$ cat src/rtl/servo_pulse_decoder.sv
// RC-servo pulse decoder: measures pulse high time, converts it to an 8-bit position code, flags glitches/stuck-high/signal loss.
// Optional build macro FAILSAFE_EN: on signal loss, force FAILSAFE_POS onto position with one valid strobe.
module servo_pulse_decoder #(
    parameter int MIN_PULSE_CLKS     = 10000,
    parameter int STEP_CLKS          = 40,
    parameter int GLITCH_CLKS        = 2000,
    parameter int MAX_PULSE_CLKS     = 25000,
    parameter int FRAME_TIMEOUT_CLKS = 250000
`ifdef FAILSAFE_EN
    ,
    parameter int FAILSAFE_POS       = 128
`endif
) (
    input  logic       clk,
    input  logic       reset,
    input  logic       pwm_in,
    output logic [7:0] position,
    output logic       valid,
    output logic       signal_ok,
    output logic       pulse_err
);

    localparam logic [15:0] MIN_W      = 16'(MIN_PULSE_CLKS);
    localparam logic [15:0] STEP_LAST  = 16'(STEP_CLKS - 1);
    localparam logic [15:0] GLITCH_W   = 16'(GLITCH_CLKS);
    localparam logic [15:0] MAX_W      = 16'(MAX_PULSE_CLKS);
    localparam logic [23:0] TIMEOUT_C  = 24'(FRAME_TIMEOUT_CLKS);
    localparam logic [23:0] TIMEOUT_M1 = 24'(FRAME_TIMEOUT_CLKS - 1);

    typedef enum logic [1:0] {
        SEEK_LOW  = 2'd0,
        WAIT_RISE = 2'd1,
        MEASURE   = 2'd2
    } state_t;

    state_t      state;
    logic [1:0]  sync_ff;
    logic        s;
    logic        s_d;
    logic [15:0] width_cnt;
    logic [15:0] step_cnt;
    logic [7:0]  pos_acc;
    logic [23:0] frame_cnt;

    logic rise;
    logic fall;
    logic accept;
    logic glitch;
    logic overlong;
    logic timeout;

    assign s = sync_ff[1];

    // NOTE: the synchroniser is left out of reset so that a pulse already high
    // during reset is seen as high at release and SEEK_LOW can skip it.
    always_ff @(posedge clk) begin
        sync_ff <= {sync_ff[0], pwm_in};
        s_d     <= s;
    end

    // NOTE: every output of this block gets a default first, so no latch is inferred.
    always_comb begin
        rise     = 1'b0;
        fall     = 1'b0;
        accept   = 1'b0;
        glitch   = 1'b0;
        overlong = 1'b0;
        timeout  = 1'b0;
        rise     = s & ~s_d;
        fall     = ~s & s_d;
        if (state == MEASURE) begin
            accept   = fall && (width_cnt >= GLITCH_W);
            glitch   = fall && (width_cnt < GLITCH_W);
            overlong = s && (width_cnt >= MAX_W);
        end
        // A rejected pulse landing on the timeout cycle defers the timeout by one
        // cycle, so valid (failsafe) and pulse_err never coincide.
        timeout = (frame_cnt == TIMEOUT_M1) && !accept && !glitch && !overlong;
    end

    // NOTE: all sequential state uses non-blocking assignments so every register
    // samples the pre-edge values, independent of statement order.
    always_ff @(posedge clk) begin
        if (reset) begin
            state     <= SEEK_LOW;
            width_cnt <= '0;
            step_cnt  <= '0;
            pos_acc   <= '0;
            frame_cnt <= '0;
            position  <= '0;
            valid     <= 1'b0;
            signal_ok <= 1'b0;
            pulse_err <= 1'b0;
        end else begin
            valid     <= 1'b0;
            pulse_err <= 1'b0;

            if (accept) begin
                frame_cnt <= '0;
            end else if (frame_cnt != TIMEOUT_C && !(frame_cnt == TIMEOUT_M1 && (glitch || overlong))) begin
                frame_cnt <= frame_cnt + 24'd1;
            end

            if (timeout) begin
                signal_ok <= 1'b0;
`ifdef FAILSAFE_EN
                position  <= 8'(FAILSAFE_POS);
                valid     <= 1'b1;
`endif
            end

            case (state)
                SEEK_LOW: begin
                    if (!s) state <= WAIT_RISE;
                end
                WAIT_RISE: begin
                    if (rise) begin
                        state     <= MEASURE;
                        width_cnt <= 16'd1;
                        step_cnt  <= '0;
                        pos_acc   <= '0;
                    end
                end
                MEASURE: begin
                    if (fall) begin
                        state <= WAIT_RISE;
                        if (glitch) begin
                            pulse_err <= 1'b1;
                        end else begin
                            position  <= pos_acc;
                            valid     <= 1'b1;
                            signal_ok <= 1'b1;
                        end
                    end else if (overlong) begin
                        pulse_err <= 1'b1;
                        state     <= SEEK_LOW;
                    end else begin
                        width_cnt <= width_cnt + 16'd1;
                        // Divider-free scaling: one pos_acc step per STEP_CLKS cycles beyond MIN.
                        if (width_cnt >= MIN_W) begin
                            if (step_cnt == STEP_LAST) begin
                                step_cnt <= '0;
                                if (pos_acc != 8'hFF) pos_acc <= pos_acc + 8'd1;
                            end else begin
                                step_cnt <= step_cnt + 16'd1;
                            end
                        end
                    end
                end
                default: state <= SEEK_LOW;
            endcase
        end
    end

endmodule

$ cat config.mk
export PLATFORM = sky130hd
export DESIGN_NAME = servo_pulse_decoder
export DESIGN_NICKNAME = d
export VERILOG_FILES = /design/src/rtl/servo_pulse_decoder.sv
export SDC_FILE = /design/constraint.sdc
export NUM_CORES = 1
export LEC_CHECK = 0
export CORE_MARGIN = 1
export CORE_UTILIZATION = 40
export DETAILED_ROUTE_END_ITERATION = 16
export GPL_TIMING_DRIVEN = 0
export HOLD_SLACK_MARGIN = 0.08
export PLACE_DENSITY = 0.6
export SLEW_MARGIN = 20
export SYNTH_ARGS = -nofsm -noshare
export SYNTH_HDL_FRONTEND = slang
export SYNTH_SLANG_ARGS = --single-unit
$ cat constraint.sdc
create_clock -name clk -period 4.8 [get_ports clk]
set_input_delay 0.96 -clock clk [delete_from_list [all_inputs] [get_ports clk]]
set_output_delay 0.96 -clock clk [all_outputs]
set_load 0.01 [all_outputs]
==> results of run 1 <==
worst max-delay path by stage:
stage	start	to	slack, ns	depth (start not counted)
2_1_floorplan	frame_cnt[13]$_SDFFE_PP0P_	frame_cnt[2]$_SDFFE_PP0P_	2.64	6
3_3_place_gp	state[0]$_SDFFE_PP0P_	frame_cnt[19]$_SDFFE_PP0P_	2.28	7
3_5_place_dp	width_cnt[6]$_SDFFE_PP0P_	frame_cnt[15]$_SDFFE_PP0P_	2.23	7
4_1_cts	state[0]$_SDFFE_PP0P_	frame_cnt[15]$_SDFFE_PP0P_	2.22	7
5_1_grt	state[0]$_SDFFE_PP0P_	frame_cnt[10]$_SDFFE_PP0P_	1.99	7
6_report	state[1]$_SDFFE_PP0P_	frame_cnt[15]$_SDFFE_PP0P_	2.17	7
layout make-up:
type	instances	area, sq um	share of cell area (%)
Clock buffer	11	131	3.00
Buffer	16	60.1	1.37
Tap cell	129	161	3.69
Inverter	16	60.1	1.37
Clock inverter	5	81.3	1.86
Multi-Input combinational cell	368	2160	49.4
Timing Repair Buffer	12	120	2.75
Sequential cell	80	1600	36.6
stage by stage:
step                setup slack, ns  instances  utilization [%]
CTS                            2.22        637             46.9
global route                   1.99        637             46.9
global placement               2.28        621             44.6
finish                         2.17        637             46.9
floorplan                      2.64        480                -
detailed placement             2.23        621             44.6
critical path, cell delays in order (launching register included):
cell and delay (ns):
dfxtp_1 0.47, nand2b_1 0.08, clkbuf_1 0.24, nor2_1 0.66, nand2_1 0.30, nand2_1 0.26
clkbuf_1 0.39, nor2_1 0.10
layout by cell type (no fill, tap or decap), drive strengths merged, types with 11 or more instances in the layout:
| cell type | count |
|---|---|
| clkbuf | 27 |
| nor2 | 75 |
| nand3 | 29 |
| a21oi | 35 |
| o21ai | 20 |
| xnor2 | 20 |
| or3 | 11 |
| clkdlybuf4s50 | 12 |
| nand2 | 41 |
| inv | 16 |
| xor2 | 12 |
| nor3 | 16 |
| nand4 | 16 |
| and3 | 11 |
| dfxtp | 80 |
power groups by stage:
stage	Sequential (uW)	Combinational [uW]	Clock, uW
after floorplan	689	32.1	0
after global placement	691	43.6	0
after detailed placement	691	44.8	0
after CTS	675	44.9	557
after global routing	677	50.4	576
final	675	44.5	537
registers in the layout, summed over array words and instances, names as in the netlist:
signal and count:
frame_cnt 24, pos_acc 8, position 8, pulse_err 1, s_d 1, signal_ok 1, state 2, step_cnt 16
sync_ff 2, valid 1, width_cnt 16
routing by layer:
| layer | share of wire, % | GRT usage [%] |
|---|---|---|
| met2 | 47 | 28.6 |
| met1 | 50 | 23.8 |
| met3 | 3.2 | 3.19 |
| met4 | 0.45 | 6.13 |
| met5 | 0 | 0 |
kinds of logic after synthesis:
| group | count (synthesis) | synth area share (%) |
|---|---|---|
| AO/OA/AOI/OAI | 88 | 14.3 |
| XOR/XNOR | 32 | 7.22 |
| adder cells (fa/ha/maj) | 6 | 1.93 |
| buffers and inverters | 32 | 3.09 |
| flip-flops | 80 | 41.3 |
| multiplexers | 4 | 1.03 |
| AND/OR/NAND/NOR | 238 | 31.1 |
==> flow_metrics.tcl, run 1 <==
set metrics [dict create \
    p_seq_share_pct 53.7 \
    synth-main-ff-cell "dfxtp_1" \
    tns_ns 0 \
    crit_type "register to register" \
    start_kind "register" \
    worstSkewPairLatency_ns 0.35 \
    nFillCells 910 \
    syn_nets 489 \
    dp_hpwl_um 5860 \
    synth_commonest_cells "dfxtp_1, nor2_1, nand2_1" \
    start_util_pct 41.6 \
    async_reset_ff_share_pct 0 \
    worst-endpoint-arrival_ns 2.84 \
    design_area_sq_um 4380 \
    fin_crit_sh_pct 54.7 \
    cp.required_ns 5.02 \
    die_y_um 101 \
    drive_gt1_share_pct 5.71 \
    wl_per_cell_um 13.3 \
    cts_tree "done" \
    hp-class "register to register" \
    seq_area_frac_synth_pct 41.3 \
    gp_congestion 0.807 \
    num_io_pins 14 \
    grt_max_degree 14 \
    ys_seq_elements 80 \
    peakVddDrop_mv 0.171 \
    max_slew_margin_pct 42.9 \
    maxCapViolCount 0 \
    power_frac_clock_pct 42.7 \
    drt_iter0_drc 116 \
    routed_via_density 5.30 \
    rr_endpoint "frame_cnt[15]$_SDFFE_PP0P_" \
    synth.most_common_cell "dfxtp_1" \
    syn_inst 480 \
    synth_top_area_cell "dfxtp_1" \
    core_sq_um 9330 \
    netlist_top_cells_area "dfxtp_1, nor2_1, xnor2_1" \
    p_per_area_nw_per_um2 287 \
    synth_top_area_share_pct 41.3 \
    grt_pass1_vias 3109 \
    min_to "sync_ff[1]$_DFF_P_" \
    rsz0062_at_grt "false" \
    maxSlewViolCount 0 \
    hold_path_depth 0 \
    syn_area_sq_um 3880 \
    clock_path_buffers 2 \
    worst_hold_slack_ns 0.346 \
    htreeDepth 3 \
    finalSetupViolCount 0 \
    drc 0 \
    share_comb_of_total_power_pct 3.5 \
    fin_total_pwr_uw 1260 \
    dpl-instance-area_sq_um 4160 \
    syn_area_per_cell_sq_um 8.09 \
    first_pass_iters 4 \
    dieWidth_um 101 \
    worst_slew_pin_slew_ns 0.855 \
    cts_hold_buffers 0 \
    synth-edff-count 0 \
    areaGrowthSynthToFinish_pct 12.7 \
    ant_nets 0 \
    track_usage_pct 17.7 \
    clkTransAtPathRegs_ns 0.08 \
    outcome "finished, final reports clean" \
    fmax_mhz 381 \
    switching_share_pct 22.4 \
    clock_skew_ns 0.00835 \
    power_switching_uw 282 \
    ff2ff_setup_slack_ns 2.17 \
    leakage_uw 0.00142 \
    crit_fanout 10 \
    cts_setup_buffers 0 \
    cts-root-buf "clkbuf_8" \
    cts.repair.resized 0 \
    die-area_sq_um 10100 \
    fin_nets 512 \
    overflow 0 \
    rr_startpoint "state[1]$_SDFFE_PP0P_" \
    end_kind "register" \
    min_from "sync_ff[0]$_DFF_P_" \
    antenna_found_initial 0 \
    yosysUniqueCellTypes 54 \
    num_vias 3374 \
    power.internal_uw 975 \
    portBuffers 12 \
    rows 35 \
    n_antenna_cell 0 \
    r2r_cells 7 \
    yosys_warnings 0 \
    cts_buffers 9 \
    clkSinkCount 80 \
    fin_crit_ns 2.63 \
    hold_violations 0 \
    wl_um 8450 \
    grt_pass1_wl_um 14400 \
]
(Power assumes the default switching activity.)
==> inputs of run 2 (changes only) <==
clock period = 2.48 ns   (was 4.8 ns; I/O delays follow)
==> run 2 against run 1 <==
Against the previous run:
- final cell count increased by 0.31%
- non-clock buffer count is 2 higher
- clock power up 94%
- power grew 94%
- first-iteration DRC count fell by 23%
- global-route usage about the same
- sequential cell count stayed put
- clock skew about the same
- fmax rose by 11%
- critical endpoint is now frame_cnt[1]$_SDFFE_PP0P_
- largest cell class unchanged
- largest power group unchanged
==> flow_metrics.tcl, run 2 (synthesis gave the netlist of run 1 again) <==
set metrics [dict create \
    min_from "sync_ff[0]$_DFF_P_" \
    end_kind "register" \
    critPathMaxStageDelay_ns 0.56 \
    drc 0 \
    num_vias 3403 \
    switching_share_pct 22.3 \
    worst_slew_pin_slew_ns 0.555 \
    fmax_mhz 421 \
    final_cell_mix "dfxtp_1, nor2_1, nand2_1" \
    drive_gt1_share_pct 8.63 \
    share_comb_of_total_power_pct 3.7 \
    rows 35 \
    hold_violations 0 \
    regMostFlops "frame_cnt" \
    cts_buffers 9 \
    fin_total_pwr_uw 2430 \
    power_switching_uw 543 \
    fin_crit_ns 2.37 \
    grt_pass1_wl_um 14400 \
    crit_fanout 5 \
    largest_reg_flops 24 \
    largest_registers "frame_cnt (24), step_cnt (16), width_cnt (16)" \
    dp_hpwl_um 5860 \
    track_usage_pct 17.7 \
    peakVddDrop_mv 0.341 \
    crit_type "register to register" \
    worstSkewPairLatency_ns 0.34 \
    power_frac_clock_pct 42.6 \
    areaGrowthSynthToFinish_pct 14.9 \
    start_kind "register" \
    place_ws_ns -0.0855 \
    die_y_um 101 \
    fin_nets 514 \
    grt_max_degree 14 \
    worst_slack_ns 0.105 \
    drt_iter0_drc 89 \
    finalSetupViolCount 0 \
    cp.required_ns 2.75 \
    dpl-instance-area_sq_um 4160 \
    core_sq_um 9330 \
    die-area_sq_um 10100 \
    path_cells "or4_1, or4_4, nor4_4, buf_6, nand4_1, nand2_1, mux2i_1" \
    routed_via_density 5.33 \
    cts_tree "done" \
    wl_per_cell_um 13.4 \
    start_util_pct 41.6 \
    mostFrequentLayoutCell "dfxtp_1" \
    clock_skew_ns 0.00865 \
    p_seq_share_pct 53.7 \
    hp-class "register to register" \
    antenna_found_initial 0 \
    design_area_sq_um 4460 \
    clkSinkCount 80 \
    rsz0062_at_grt "true" \
    num_io_pins 14 \
    maxSlewViolCount 0 \
    gp_congestion 0.807 \
    p_per_area_nw_per_um2 546 \
    tns_ns 0 \
    leakage_uw 0.00149 \
    worst-endpoint-arrival_ns 2.65 \
    portBuffers 12 \
    power.internal_uw 1890 \
    maxCapViolCount 0 \
    first_pass_iters 4 \
    cts_hold_buffers 0 \
    cts-root-buf "clkbuf_8" \
    n_antenna_cell 0 \
    outcome "finished, final reports clean" \
    nFillCells 901 \
    grt_pass1_vias 3101 \
    clkTransAtPathRegs_ns 0.08 \
    max_slew_margin_pct 63.0 \
    fin_crit_sh_pct 95.8 \
    critical-path-slowest-cell "or4_4" \
    clock_path_buffers 2 \
    htreeDepth 3 \
    wl_um 8540 \
    rr_startpoint "frame_cnt[13]$_SDFFE_PP0P_" \
    worstSetupStartpoint "frame_cnt[13]$_SDFFE_PP0P_" \
    overflow 0 \
    dieWidth_um 101 \
    ant_nets 0 \
]
run 2: final timing paths:
path | to | slack (ns) | cells after the start
setup / recovery | frame_cnt[1]$_SDFFE_PP0P_ | 0.11 | 7
hold / removal | sync_ff[1]$_DFF_P_ | 0.35 | 0
setup reg to reg | frame_cnt[1]$_SDFFE_PP0P_ | 0.11 | 7
hold reg to reg | sync_ff[1]$_DFF_P_ | 0.35 | 0
run 2: cell type report:
type                            instances  area (sq um)  area share [%]
Timing Repair Buffer                   15           146            3.28
Clock buffer                           11           131            2.95
Multi-Input combinational cell        368          2210            49.6
Sequential cell                        80          1600            36.0
Buffer                                 15          61.3            1.37
Inverter                               16          60.1            1.35
Tap cell                              129           161            3.62
Clock inverter                          5          81.3            1.82
run 2: critical path, delay by kind of cell, from the launching register on:
kind / cells / cell delay [ns]
multiplexers: 1 / 0.19
AND/OR/NAND/NOR: 5 / 1.61
flip-flops: 1 / 0.33
buffers and inverters: 1 / 0.16
run 2: power by group through the flow:
stage / registers [uW] / logic, uW / clock network (uW)
finish: 1310 / 90.1 / 1040
global route: 1310 / 102 / 1110
CTS: 1310 / 87.5 / 1080
detailed placement: 1340 / 86.7 / 0
global placement: 1340 / 84.3 / 0
floorplan: 1330 / 62.1 / 0
run 2: metal layers:
layer	GRT usage, %	up-vias	wire length [um]
met5	0	-	0
met4	6.02	0	38
met3	3.19	2	291
met2	28.6	48	4000
met1	23.9	1600	4210
li1	-	1753	-
run 2: through the flow:
| step | hold WS [ns] | cells | utilization (%) |
|---|---|---|---|
| 4_1_cts | 0.347 | 637 | 47.1 |
| 6_report | 0.346 | 639 | 47.8 |
| 2_1_floorplan | 0.310 | 480 | - |
| 5_1_grt | 0.351 | 639 | 47.8 |
| 3_5_place_dp | 0.323 | 621 | 44.6 |
| 3_3_place_gp | 0.319 | 621 | 44.6 |
run 2: repair_timing:
item,in CTS,in global routing
resized for setup,3,17
pin swaps,0,4
hold endpoints to repair,0,0
setup endpoints to repair,30,41
setup buffers,0,3
